<file path="config.mk">
export PLATFORM = sky130hd
export DESIGN_NAME = vga_scanout
export DESIGN_NICKNAME = d
export VERILOG_FILES = /design/src/rtl/vga_scanout.sv
export SDC_FILE = /design/constraint.sdc
export NUM_CORES = 1
export LEC_CHECK = 0
export BUFFER_PORTS_ARGS = -buffer_cell sky130_fd_sc_hd__buf_2
export CELL_PAD_IN_SITES_DETAIL_PLACEMENT = 0
export CELL_PAD_IN_SITES_GLOBAL_PLACEMENT = 1
export CORE_MARGIN = 2
export CORE_UTILIZATION = 52
export CTS_CLUSTER_SIZE = 16
export DETAILED_ROUTE_END_ITERATION = 12
export PLACE_DENSITY = 0.9
export SETUP_SLACK_MARGIN = 0.15
export SLEW_MARGIN = 15
export SYNTH_ARGS = -nofsm -noshare
export SYNTH_HDL_FRONTEND = slang
export SYNTH_SLANG_ARGS = --single-unit
export TNS_END_PERCENT = 10
</file>
<file path="constraint.sdc">
create_clock -name clk -period 7.9 [get_ports clk]
set_input_delay 1.58 -clock clk [delete_from_list [all_inputs] [get_ports clk]]
set_output_delay 1.58 -clock clk [all_outputs]
set_load 0.1 [all_outputs]
</file>
<file path="src/rtl/vga_scanout.sv">
`default_nettype none
// ============================================================================
// Module      : vga_scanout
// Description : Framebuffer scan-out with integer pixel scaling and VGA timing.
// Revision    : 1.0 - initial release
// ============================================================================
module vga_scanout #(
    parameter int PX_WIDTH  = 160,
    parameter int PX_HEIGHT = 120,
    parameter int SCALE     = 4,
    parameter int CLK_DIV   = 4,
    parameter int MEM_LAT   = 1,
    parameter int H_VIS     = 640,
    parameter int H_FP      = 16,
    parameter int H_SYNC    = 96,
    parameter int H_BP      = 48,
    parameter int V_VIS     = 480,
    parameter int V_FP      = 10,
    parameter int V_SYNC    = 2,
    parameter int V_BP      = 33
) (
    input  logic        clk,
    input  logic        rst_n,
    output logic [15:0] rmemaddr,
    input  logic [2:0]  memo,
    output logic [2:0]  vga_r,
    output logic [2:0]  vga_g,
    output logic [1:0]  vga_b,
    output logic        hsync,
    output logic        vsync,
    output logic        active,
    output logic        frame_start
);

    localparam logic [7:0]  c_div_last   = 8'(CLK_DIV - 1);
    localparam logic [15:0] c_h_vis      = 16'(H_VIS);
    localparam logic [15:0] c_hs_start   = 16'(H_VIS + H_FP);
    localparam logic [15:0] c_hs_end     = 16'(H_VIS + H_FP + H_SYNC);
    localparam logic [15:0] c_h_last     = 16'(H_VIS + H_FP + H_SYNC + H_BP - 1);
    localparam logic [15:0] c_v_vis      = 16'(V_VIS);
    localparam logic [15:0] c_vs_start   = 16'(V_VIS + V_FP);
    localparam logic [15:0] c_vs_end     = 16'(V_VIS + V_FP + V_SYNC);
    localparam logic [15:0] c_v_last     = 16'(V_VIS + V_FP + V_SYNC + V_BP - 1);
    localparam logic [15:0] c_scale_last = 16'(SCALE - 1);
    localparam logic [15:0] c_px_w       = 16'(PX_WIDTH);
    localparam logic [15:0] c_px_h       = 16'(PX_HEIGHT);

    // Memory data must settle before the following tick samples it.
    if (CLK_DIV <= MEM_LAT) begin : g_lat_violation
        $error("vga_scanout: CLK_DIV must exceed MEM_LAT");
    end

    logic [7:0]  r_div;
    logic [15:0] r_h_cnt, r_v_cnt;
    logic [15:0] r_fb_x, r_sub_x, r_fb_y, r_sub_y;
    logic        r_hs_d, r_vs_d, r_act_d, r_infb_d;

    logic        w_tick;
    logic [15:0] w_h_nxt, w_v_nxt;
    logic [15:0] w_fbx_nxt, w_subx_nxt, w_fby_nxt, w_suby_nxt;
    logic        w_raw_hs, w_raw_vs, w_raw_act, w_in_fb;
    logic [15:0] w_addr;

    assign w_tick = (r_div == c_div_last);

    // Position after the coming tick; address and raw flags are derived from it
    // so that they register in step with the counters.
    always_comb begin
        w_h_nxt    = r_h_cnt;
        w_v_nxt    = r_v_cnt;
        w_fbx_nxt  = r_fb_x;
        w_subx_nxt = r_sub_x;
        w_fby_nxt  = r_fb_y;
        w_suby_nxt = r_sub_y;
        if (r_h_cnt == c_h_last) begin
            w_h_nxt    = 16'd0;
            w_fbx_nxt  = 16'd0;
            w_subx_nxt = 16'd0;
            if (r_v_cnt == c_v_last) begin
                w_v_nxt    = 16'd0;
                w_fby_nxt  = 16'd0;
                w_suby_nxt = 16'd0;
            end else begin
                w_v_nxt = r_v_cnt + 16'd1;
                if (r_v_cnt < c_v_vis) begin
                    if (r_sub_y == c_scale_last) begin
                        w_suby_nxt = 16'd0;
                        w_fby_nxt  = r_fb_y + 16'd1;
                    end else begin
                        w_suby_nxt = r_sub_y + 16'd1;
                    end
                end
            end
        end else begin
            w_h_nxt = r_h_cnt + 16'd1;
            if (r_h_cnt < c_h_vis) begin
                if (r_sub_x == c_scale_last) begin
                    w_subx_nxt = 16'd0;
                    w_fbx_nxt  = r_fb_x + 16'd1;
                end else begin
                    w_subx_nxt = r_sub_x + 16'd1;
                end
            end
        end
    end

    assign w_raw_hs  = !((w_h_nxt >= c_hs_start) && (w_h_nxt < c_hs_end));
    assign w_raw_vs  = !((w_v_nxt >= c_vs_start) && (w_v_nxt < c_vs_end));
    assign w_raw_act = (w_h_nxt < c_h_vis) && (w_v_nxt < c_v_vis);
    assign w_in_fb   = w_raw_act && (w_fbx_nxt < c_px_w) && (w_fby_nxt < c_px_h);
    assign w_addr    = w_in_fb ? (w_fby_nxt * c_px_w) + w_fbx_nxt : 16'd0;

    always_ff @(posedge clk or negedge rst_n) begin
        if (!rst_n) begin
            r_div       <= 8'd0;
            r_h_cnt     <= 16'd0;
            r_v_cnt     <= 16'd0;
            r_fb_x      <= 16'd0;
            r_sub_x     <= 16'd0;
            r_fb_y      <= 16'd0;
            r_sub_y     <= 16'd0;
            rmemaddr    <= 16'd0;
            // Stage flags preloaded with the values for position (0,0),
            // which the counters hold when reset releases.
            r_hs_d      <= 1'b1;
            r_vs_d      <= 1'b1;
            r_act_d     <= 1'b1;
            r_infb_d    <= 1'b1;
            hsync       <= 1'b1;
            vsync       <= 1'b1;
            active      <= 1'b0;
            vga_r       <= 3'd0;
            vga_g       <= 3'd0;
            vga_b       <= 2'd0;
            frame_start <= 1'b0;
        end else begin
            frame_start <= 1'b0;
            r_div       <= w_tick ? 8'd0 : r_div + 8'd1;
            if (w_tick) begin
                r_h_cnt  <= w_h_nxt;
                r_v_cnt  <= w_v_nxt;
                r_fb_x   <= w_fbx_nxt;
                r_sub_x  <= w_subx_nxt;
                r_fb_y   <= w_fby_nxt;
                r_sub_y  <= w_suby_nxt;
                rmemaddr <= w_addr;
                r_hs_d   <= w_raw_hs;
                r_vs_d   <= w_raw_vs;
                r_act_d  <= w_raw_act;
                r_infb_d <= w_in_fb;
                hsync    <= r_hs_d;
                vsync    <= r_vs_d;
                active   <= r_act_d;
                if (r_infb_d) begin
                    vga_r <= {3{memo[2]}};
                    vga_g <= {3{memo[1]}};
                    vga_b <= {2{memo[0]}};
                end else begin
                    vga_r <= 3'd0;
                    vga_g <= 3'd0;
                    vga_b <= 2'd0;
                end
                frame_start <= (w_h_nxt == 16'd0) && (w_v_nxt == c_v_vis);
            end
        end
    end

endmodule
`default_nettype wire
</file>
==> key figures <==
Routing
  • Post-DR vias/cell: 6.237
  • Drc violations: 0
  • Vias after detailed routing: 8114
  • Number of iterations in the first detailed-routing pass: 5
  • Initial drt markers: 584
  • Final routed wirelength across all metal layers: 23.46 mm
  • Routed wirelength normalized by instance count: 18.03 um
  • Residual antenna-violating net count after detailed routing: 0

Place
  • Detail Placement HPWL: 15.81 mm
  • Total placed cells including tap cells: 1269
  • Final weighted congestion in routability-driven placement: 0.8759
  • Area post-placement: 9144 um^2
  • Placement Setup Slack: 2.156 ns
  • Port Buffer Count: 32

Job
  • Max capacitance violation total: 0

Setup path
  • Critical Setup Path Class: flop to flop
  • Highest-delay cell along the critical path: nor4_4
  • Worst path cell trace: nor3_1 -> nand3_1 -> nor4_4 -> nor2_1 -> ha_1 -> ha_1 -> fa_1 -> a21o_1 -> a21oi_1 -> o21bai_1 -> a21oi_1 -> xnor2_1 -> ha_1 -> a21oi_1 -> o21ai_0 -> xnor2_1 -> a31o_1
  • Crit-path max FO: 19
  • Critical path launch point type: flop
  • Crit. End Element: flop
  • Arrival time at the worst endpoint: 6.19 ns
  • Data required time of the worst path: 8.22 ns
  • Longest individual stage delay on the worst path: 1.03 ns

GRT
  • Residual overflow from global routing: 0
  • Vias in the first global route: 7505
  • Number of antenna violations at the first check in global routing: 0
  • Maximum number of pins on one net before global-route repair: 82
  • Total routing usage reported by global routing: 0.2705
  • First-pass GRT wire length: 39.21 mm

STA
  • Setup total negative slack: 0 ns
  • Count of pins over their slew limit: 0
  • Worst path setup slack after routing: 2.039 ns
  • Post-layout minimum cycle time: 5.861 ns
  • Worst clock skew on the final layout: 0.007964 ns
  • Ratio of final minimum period to clock period: 0.7419
  • Total count of hold-check failures in the final report: 0
  • Final setup vio count: 0
  • Max transition margin: 0.2762
  • Unrepaired setup endpoints after global routing: no
  • Achievable clock frequency: 170.6 MHz
  • Transition at the pin with the smallest max-transition slack: 1.077 ns

Clock network
  • Count of clock tree sinks: 131
  • Buffers inserted during post-CTS setup optimization: 0
  • Clock Pin Slew Worst Setup and Hold Paths: 0.06 ns
  • Root Buffer Master: clkbuf_16
  • Worst-skew pair later-pin latency: 0.43 ns
  • CTS tree: yes
  • Cts bufs inserted: 17
  • # resized after CTS: 0
  • Maximum root-to-sink buffer count: 2
  • Clock H-tree levels: 4
  • Number of hold buffers added after cts: 0

Layout
  • Nets: 1106
  • Share of layout cells above drive strength 1: 0.09898
  • Diodes inserted: 0
  • Synthesis-to-layout area growth: 9.476%
  • Number of inserted filler cells in the final layout: 1527
  • Final instance area: 9772 um^2
  • Most common cell after layout, fill and taps aside: nand2_1
  • Leading cell types in the layout, fill and taps excluded: nand2_1, dfrtp_1, o21ai_0
  • Non-filler cells, final: 1301

Logic synthesis
  • Synthesized Nets: 1114
  • Register bit total from synthesis: 131
  • Post-Syn Area: 8926 um^2
  • Number of instances in the synthesized netlist: 1076
  • Share of synthesized area occupied by flip-flops and latches: 0.3681
  • Unique cell type count in the Yosys netlist: 70
  • Count of flip-flops with a built-in enable after synthesis: 0
  • Synthesized area divided by synthesized cell count: 8.296 um^2
  • Share of flip-flops with an asynchronous set or reset: 1.000
  • Yosys warns: 0
  • Synth Flop Type: dfrtp_1

Die
  • Std cell rows: 47
  • Count of boundary I/O pins: 33
  • Height of the die: 135.0 um
  • Width of the chip: 135.0 um
  • DIE AREA: 18230 um^2
  • Effective utilization at floorplan: 0.5345
  • Area of the placeable core: 16700 um^2

Outcome
  • Run status: complete, no violations

Power
  • Static Leak: 4.184 nW
  • Total power divided by cell area: 159.7 nW/um^2
  • Highest ir drop seen on vdd: 0.1690 mV
  • Power Total: 1.561 mW

Hold path
  • Hold Crit Class: flop to flop
-- routing by layer --
metal,share of wire,GRT usage,up-vias
li1,-,-,3912
met1,0.48,0.3932,3943
met2,0.44,0.4030,229
met3,0.063,0.06194,30
met4,0.017,0.08044,0
met5,0,0,-
-- stage by stage --
stage	util	hold slack (ns)
floorplan	-	0.4393
finish	0.5851	0.4578
CTS	0.5851	0.4637
global route	0.5851	0.4745
global placement	0.5475	0.4405
detailed placement	0.5475	0.4550
-- sequential cells by signal, summed over array words and instances (netlist names) --
signal,count
hsync,1
r_act_d,1
vga_b,1
rmemaddr,16
vga_r,1
r_fb_y,16
r_div,8
r_sub_x,16
r_fb_x,16
frame_start,1
r_vs_d,1
vga_g,1
r_v_cnt,16
active,1
r_hs_d,1
r_sub_y,16
r_infb_d,1
r_h_cnt,16
vsync,1
-- layout make-up --
| type | count | area (um^2) | area share |
|---|---|---|---|
| sequential | 131 | 3286 | 0.3362 |
| tap | 220 | 275.3 | 0.02817 |
| inverter | 28 | 105.1 | 0.01076 |
| timing repair buffer | 42 | 241.5 | 0.02471 |
| clock buffer | 18 | 439.2 | 0.04494 |
| multi-input combinational | 848 | 5236 | 0.5359 |
| clock inverter | 14 | 188.9 | 0.01933 |
-- worst max-delay path, delay by kind of cell, from the launching register on --
family / cells / cell delay, ns
simple gates: 4 / 2.56
xor+xnor: 2 / 0.28
compound gates: 7 / 1.22
fa+ha+maj: 4 / 1.27
flops: 1 / 0.43
-- power breakdown --
group	internal [mW]	total, mW	switching (mW)
clock network	0.516	0.855	0.339
registers	0.672	0.672	0.000579
logic	0.00294	0.0333	0.0304
-- kinds of logic after synthesis --
| logic type | share of synthesized area |
|---|---|
| simple gates | 0.2746 |
| mux | 0.01037 |
| buf+inv | 0.04682 |
| flops | 0.3681 |
| xor+xnor | 0.06532 |
| fa+ha+maj | 0.04794 |
| compound gates | 0.1869 |
-- final timing paths --
kind	start	endpoint	slack, ns	cells after the start
min in group asynchronous	rst_n	r_sub_x[8]	1.08	1
max in group asynchronous	rst_n	r_fb_y[3]	5.37	2
worst max register to register	r_h_cnt[14]	rmemaddr[15]	2.04	17
worst min-delay path	vsync	vsync	0.46	2
worst min register to register	vsync	vsync	0.46	2
worst max-delay path	r_h_cnt[14]	rmemaddr[15]	2.04	17
-- synthesized netlist by cell type (17+ instances only) --
| library cell | instances | area share |
|---|---|---|
| a21oi_1 | 26 | 0.015 |
| and2_1 | 17 | 0.012 |
| and3_1 | 33 | 0.023 |
| clkbuf_1 | 54 | 0.023 |
| dfrtp_1 | 125 | 0.35 |
| ha_1 | 31 | 0.043 |
| inv_1 | 28 | 0.012 |
| nand2_1 | 145 | 0.061 |
| nand3_1 | 58 | 0.033 |
| nand4_1 | 29 | 0.020 |
| nor2_1 | 76 | 0.032 |
| nor3_1 | 30 | 0.017 |
| nor4_1 | 24 | 0.017 |
| o21ai_0 | 115 | 0.064 |
| o31ai_1 | 33 | 0.028 |
| xnor2_1 | 47 | 0.046 |
| xor2_1 | 17 | 0.017 |
No activity file was read; power rests on OpenSTA's default activity.
